--- config.mk ---
export PLATFORM = sky130hd
export DESIGN_NAME = fp32_to_bfp_block_formatter
export DESIGN_NICKNAME = d
export VERILOG_FILES = /design/src/rtl/fp32_to_bfp_block_formatter.sv
export SDC_FILE = /design/constraint.sdc
export NUM_CORES = 1
export LEC_CHECK = 0
export BUFFER_PORTS_ARGS = -buffer_cell sky130_fd_sc_hd__buf_2
export CORE_ASPECT_RATIO = 0.5
export CORE_MARGIN = 5
export CORE_UTILIZATION = 55
export DETAILED_ROUTE_END_ITERATION = 8
export GPL_ROUTABILITY_DRIVEN = 0
export PLACE_DENSITY = 0.8
export REMOVE_ABC_BUFFERS = 1
export SYNTH_ARGS = -nofsm -noshare
export SYNTH_HDL_FRONTEND = slang
export SYNTH_SLANG_ARGS = --single-unit
--- constraint.sdc ---
create_clock -name clk -period 4.77 [get_ports clk]
set_input_delay 0 -clock clk [delete_from_list [all_inputs] [get_ports clk]]
set_output_delay 0 -clock clk [all_outputs]
set_load 0.02 [all_outputs]
--- src/rtl/fp32_to_bfp_block_formatter.sv ---
// FP32 to block-floating-point formatter.
// Collects BLOCK_SIZE FP32 words, tracks the largest effective exponent and
// replays the block as sign + aligned magnitude with one shared exponent.
module fp32_to_bfp_block_formatter #(
    parameter int FP32WIDTH         = 32,
    parameter int FP32MANTISSAWIDTH = 23,
    parameter int FP32EXPONENTWIDTH = 8,
    parameter int BLOCK_SIZE        = 8,
    parameter int MANT_W            = 8
) (
    input  logic                         clk,
    input  logic                         rst_n,
    input  logic                         in_valid,
    output logic                         in_ready,
    input  logic [FP32WIDTH-1:0]         in_data,
    output logic                         out_valid,
    input  logic                         out_ready,
    output logic                         out_sign,
    output logic [MANT_W-1:0]            out_mant,
    output logic [FP32EXPONENTWIDTH-1:0] out_exp,
    output logic                         out_last,
    output logic                         out_special,
    output logic                         busy
);

    localparam int CW = $clog2(BLOCK_SIZE);
    localparam int EW = FP32EXPONENTWIDTH;
    localparam int SW = FP32MANTISSAWIDTH + 1;
    localparam logic [EW-1:0] EXP_SAT = {{(EW-1){1'b1}}, 1'b0};

    typedef enum logic {
        COLLECT,
        EMIT
    } state_t;

    state_t                 state;
    logic [CW-1:0]          count;
    logic [CW-1:0]          idx;
    logic [EW-1:0]          max_exp;
    logic                   special;
    logic [FP32WIDTH-1:0]   buffer [BLOCK_SIZE];

    logic [EW-1:0]          in_exp;
    logic [EW-1:0]          in_exp_eff;
    logic [EW-1:0]          max_exp_nxt;
    logic                   special_nxt;
    logic [CW-1:0]          idx_nxt;
    logic                   in_fire;
    logic                   out_fire;

    // Aligns one stored word to the shared exponent (truncating toward zero).
    function automatic logic [MANT_W-1:0] align(input logic [FP32WIDTH-1:0] w,
                                                input logic [EW-1:0] mexp);
        logic [EW-1:0] e;
        logic [EW-1:0] shift;
        logic [SW-1:0] sig;
        logic [SW-1:0] shifted;
        e       = w[FP32WIDTH-2 -: EW];
        sig     = {1'b1, w[FP32MANTISSAWIDTH-1:0]};
        shift   = mexp - e;
        shifted = sig >> shift;
        if (e == '0)
            align = '0;
        else if (e == '1)
            align = '1;
        else if (shift >= EW'(SW))
            align = '0;
        else
            align = shifted[SW-1 -: MANT_W];
    endfunction

    assign in_ready = (state == COLLECT);
    assign busy     = (state == EMIT) || (count != '0);
    assign in_fire  = in_valid && in_ready;
    assign out_fire = out_valid && out_ready;

    // Effective exponent of the incoming word and the running block max/special flags.
    always_comb begin
        in_exp      = in_data[FP32WIDTH-2 -: EW];
        in_exp_eff  = (in_exp == '1) ? EXP_SAT : in_exp;
        max_exp_nxt = (in_exp_eff > max_exp) ? in_exp_eff : max_exp;
        special_nxt = special || (in_exp == '1);
        idx_nxt     = idx + CW'(1);
    end

    // Block collection, emission sequencing and registered element outputs.
    always_ff @(posedge clk or negedge rst_n) begin
        if (!rst_n) begin
            state       <= COLLECT;
            count       <= '0;
            idx         <= '0;
            max_exp     <= '0;
            special     <= 1'b0;
            out_valid   <= 1'b0;
            out_sign    <= 1'b0;
            out_mant    <= '0;
            out_exp     <= '0;
            out_last    <= 1'b0;
            out_special <= 1'b0;
            for (int unsigned i = 0; i < BLOCK_SIZE; i++)
                buffer[i] <= '0;
        end else begin
            case (state)
                COLLECT: begin
                    if (in_fire) begin
                        buffer[count] <= in_data;
                        max_exp       <= max_exp_nxt;
                        special       <= special_nxt;
                        if (count == CW'(BLOCK_SIZE-1)) begin
                            // Element 0 is already buffered, so its output can be
                            // formed now using the max that includes the last word.
                            state       <= EMIT;
                            count       <= '0;
                            idx         <= '0;
                            out_valid   <= 1'b1;
                            out_sign    <= buffer[0][FP32WIDTH-1];
                            out_mant    <= align(buffer[0], max_exp_nxt);
                            out_exp     <= max_exp_nxt;
                            out_last    <= 1'b0;
                            out_special <= special_nxt;
                        end else begin
                            count <= count + CW'(1);
                        end
                    end
                end
                EMIT: begin
                    if (out_fire) begin
                        if (idx == CW'(BLOCK_SIZE-1)) begin
                            state       <= COLLECT;
                            idx         <= '0;
                            max_exp     <= '0;
                            special     <= 1'b0;
                            out_valid   <= 1'b0;
                            out_sign    <= 1'b0;
                            out_mant    <= '0;
                            out_exp     <= '0;
                            out_last    <= 1'b0;
                            out_special <= 1'b0;
                        end else begin
                            idx      <= idx_nxt;
                            out_sign <= buffer[idx_nxt][FP32WIDTH-1];
                            out_mant <= align(buffer[idx_nxt], max_exp);
                            out_last <= (idx_nxt == CW'(BLOCK_SIZE-1));
                        end
                    end
                end
                default: state <= COLLECT;
            endcase
        end
    end

endmodule

==> run_results.csv <==
group,metric,value,unit
sta,clock_skew,0.00658,ns
grt,antenna_found_initial,0,
floorplan,dieArea,0.0191,sq mm
yosys,synth-edff-count,0,
sta,slew_headroom,0.203,
detailed_routing,vias,6446,
final_layout,multiInputGateArea,0.00460,sq mm
grt,grt_usage,0.239,
final_layout,fillers,1232,
placement,hpwl,14400,um
clocking,clock_sinks,164,
setup_path,end_kind,"flip-flop",
floorplan,die_h,100,um
clocking,cts_tree,"yes",
clocking,root_buffer,"clkbuf_16",
sta,hold_violations,0,
detailed_routing,drt_iter0_markers,527,
detailed_routing,drc,0,
detailed_routing,wl,21700,um
clocking,clock_path_buffers,2,
detailed_routing,drtPass1Iterations,5,
detailed_routing,drtAntennaViolNets,0,
clocking,htreeDepth,4,
grt,grt_pass1_vias,6693,
yosys,synth_top_area_frac,0.457,
yosys,yosys_warnings,0,
yosys,yosys-top-cells-count,"164 x dfrtp_1, 129 x mux2_2, 42 x o21ai_0",
setup_path,required,5.07,ns
clocking,cts_buffers,17,
yosys,synth_flop_cell,"dfrtp_1",
final_layout,nets,847,
detailed_routing,viasPerCell,6.31,
sta,worst_slew_pin_slew,1.19,ns
floorplan,ios,58,
sta,fin_ws,0.410,ns
clocking,clk_pin_slew,0.07,ns
final_layout,seq_area,0.00411,sq mm
clocking,clk_latency,0.42,ns
yosys,ys_seq_elements,164,
yosys,synth_area,0.00898,sq mm
pwr,vdd_drop_max,269,uV
yosys,syn-instance-count,733,
floorplan,placement_rows,33,
yosys,yosysTopAreaCell,"dfrtp_1",
yosys,synth_cell_type_count,61,
setup_path,start_kind,"input port",
grt,overflow,0,
final_layout,diodes,0,
detailed_routing,routedWlPerCell,21.3,um
grt,grt_pass1_wl,36000,um
yosys,synth.top_cells.by_area,"dfrtp_1 46%, mux2_2 16%, mux4_2 9.8%",
yosys,synth_most_common_cell,"dfrtp_1",
yosys,ys_seq_area_frac,0.457,
clocking,post-cts-setup-buffer-count,0,
placement,dp_slack,0.288,ns
status,status,"finished, final reports clean",
final_layout,layout-drive-gt1-share,0.343,
placement,port_buffers,41,
setup_path,crit_fanout,11,
sta,drv_slew,0,
floorplan,die_x,191,um
floorplan,initial_utilization,0.555,
sta,fin_crit,4.36,ns
sta,fmax,0.229,GHz
final_layout,areaGrowthSynthToFinish,13.2,%
grt,grt_max_degree,113,
pwr,power.leakage,4.92,nW
min_path,hold_class,"input port to flip-flop",
pwr,power_density,289,mW/mm^2
setup_path,crit_type,"input port to flip-flop",
sta,setup_viol,0,
floorplan,core,0.0162,sq mm
flow_run,drv_cap,0,
yosys,ys_async_sr_fraction,1.00,
setup_path,crit_arrival,4.66,ns
yosys,syn-mean-instance-area,12.3,sq um
final_layout,finish.utilization,0.628,
sta,min_period_over_period,0.914,
registers in the layout, indices dropped and copies added, names as in the netlist:
register and cells:
out_mant 8, max_exp 8, out_special 1, state 1
out_sign 1, out_exp 8, count 3, out_last 1
buffer 128, special 1, out_valid 1, idx 3
final timing paths:
check / startpoint / end / slack (ns) / cells past startpoint
max reg2reg: idx[0]$_DFFE_PN0P_ / out_mant[7]$_DFFE_PN0P_ / 0.44 / 13
min reg2reg: buffer[190]$_DFFE_PN0P_ / buffer[190]$_DFFE_PN0P_ / 0.49 / 2
min in group asynchronous: rst_n / buffer[81]$_DFFE_PN0P_ / 0.27 / 2
min: in_data[26] / buffer[58]$_DFFE_PN0P_ / 0.02 / 2
max in group asynchronous: rst_n / buffer[246]$_DFFE_PN0P_ / 3.25 / 3
max: in_data[29] / out_mant[7]$_DFFE_PN0P_ / 0.41 / 19
routing by layer:
metal	vias to the layer above	wire (um)	track usage
li1	2853	-	-
met1	3315	9630	0.331
met2	236	10400	0.397
met3	42	1260	0.0410
met4	0	423	0.0684
met5	-	0	0
what timing repair did:
action	4_1_cts	5_1_grt
setup endpoints to repair	0	8
gates resized for setup	0	4
hold buffers	15	0
endpoints found under the hold margin	203	0
layout by cell type (no fill, tap or decap), types with 6 or more instances in the layout:
cell           instances
mux4_2                39
ha_1                  28
dlygate4sd3_1         15
dfrtp_1              163
a31oi_1                7
inv_1                 33
nor3_1                 9
buf_4                 15
o211ai_1               8
mux2_2               129
a21oi_1               21
clkbuf_16             17
o2111ai_1              6
buf_2                 40
mux2i_1               21
nand2_1               40
o21ai_0               41
nand4_1               10
nor2_1                20
nand3_1               29
area by class of cell:
cell class,instances,area share
Clock buffer,18,0.0432
Clock inverter,14,0.0140
Inverter,33,0.0122
Multi-Input combinational cell,494,0.452
Sequential cell,164,0.404
Tap cell,227,0.0279
Timing Repair Buffer,71,0.0466
through the flow:
stage | total power [mW] | hold slack [ns] | area, sq um | TNS (ns) | instances
floorplan | 1.49 | -0.296 | 8790 | -4.27 | 691
global placement | 1.56 | 0.194 | 9420 | 0 | 974
detailed placement | 1.57 | 0.204 | 9420 | 0 | 974
CTS | 2.93 | 0.00190 | 10200 | 0 | 1021
global route | 3.01 | 0.0223 | 10200 | -0.00309 | 1021
finish | 2.93 | 0.0242 | 10200 | 0 | 1021
cell families (layout without fill, tap and decap cells):
| kind of cell | count (synthesis) | in the layout | share of synthesized area |
|---|---|---|---|
| multiplexers | 190 | 190 | 0.284 |
| flip-flops | 164 | 164 | 0.457 |
| AND/OR/NAND/NOR | 145 | 145 | 0.0819 |
| AO/OA/AOI/OAI | 120 | 120 | 0.0886 |
| buffers and inverters | 75 | 136 | 0.0348 |
| adder cells (fa/ha/maj) | 30 | 30 | 0.0435 |
| XOR/XNOR | 9 | 9 | 0.0104 |
report_power, final:
group / internal [mW] / switching [mW]
sequential: 1.39 / 0.00259
clock: 0.751 / 0.629
combinational: 0.0539 / 0.106
total: 2.20 / 0.738
critical path, stage by stage:
cell and delay [ns]:
dlygate4sd3_1 0.53, buf_2 0.25, nand4_1 0.15, o21ai_1 0.22
ha_1 0.27, nand4_1 0.14, nor2_1 0.05, o22ai_1 0.32
buf_4 0.21, mux2i_2 0.36, inv_1 0.09, ha_1 0.27
nor2b_1 0.16, o2111ai_1 0.16, and2_1 0.23, a211o_1 0.28
xor3_1 0.51, a311oi_2 0.32, o32ai_2 0.11
Power figures use the tool's default switching activity.
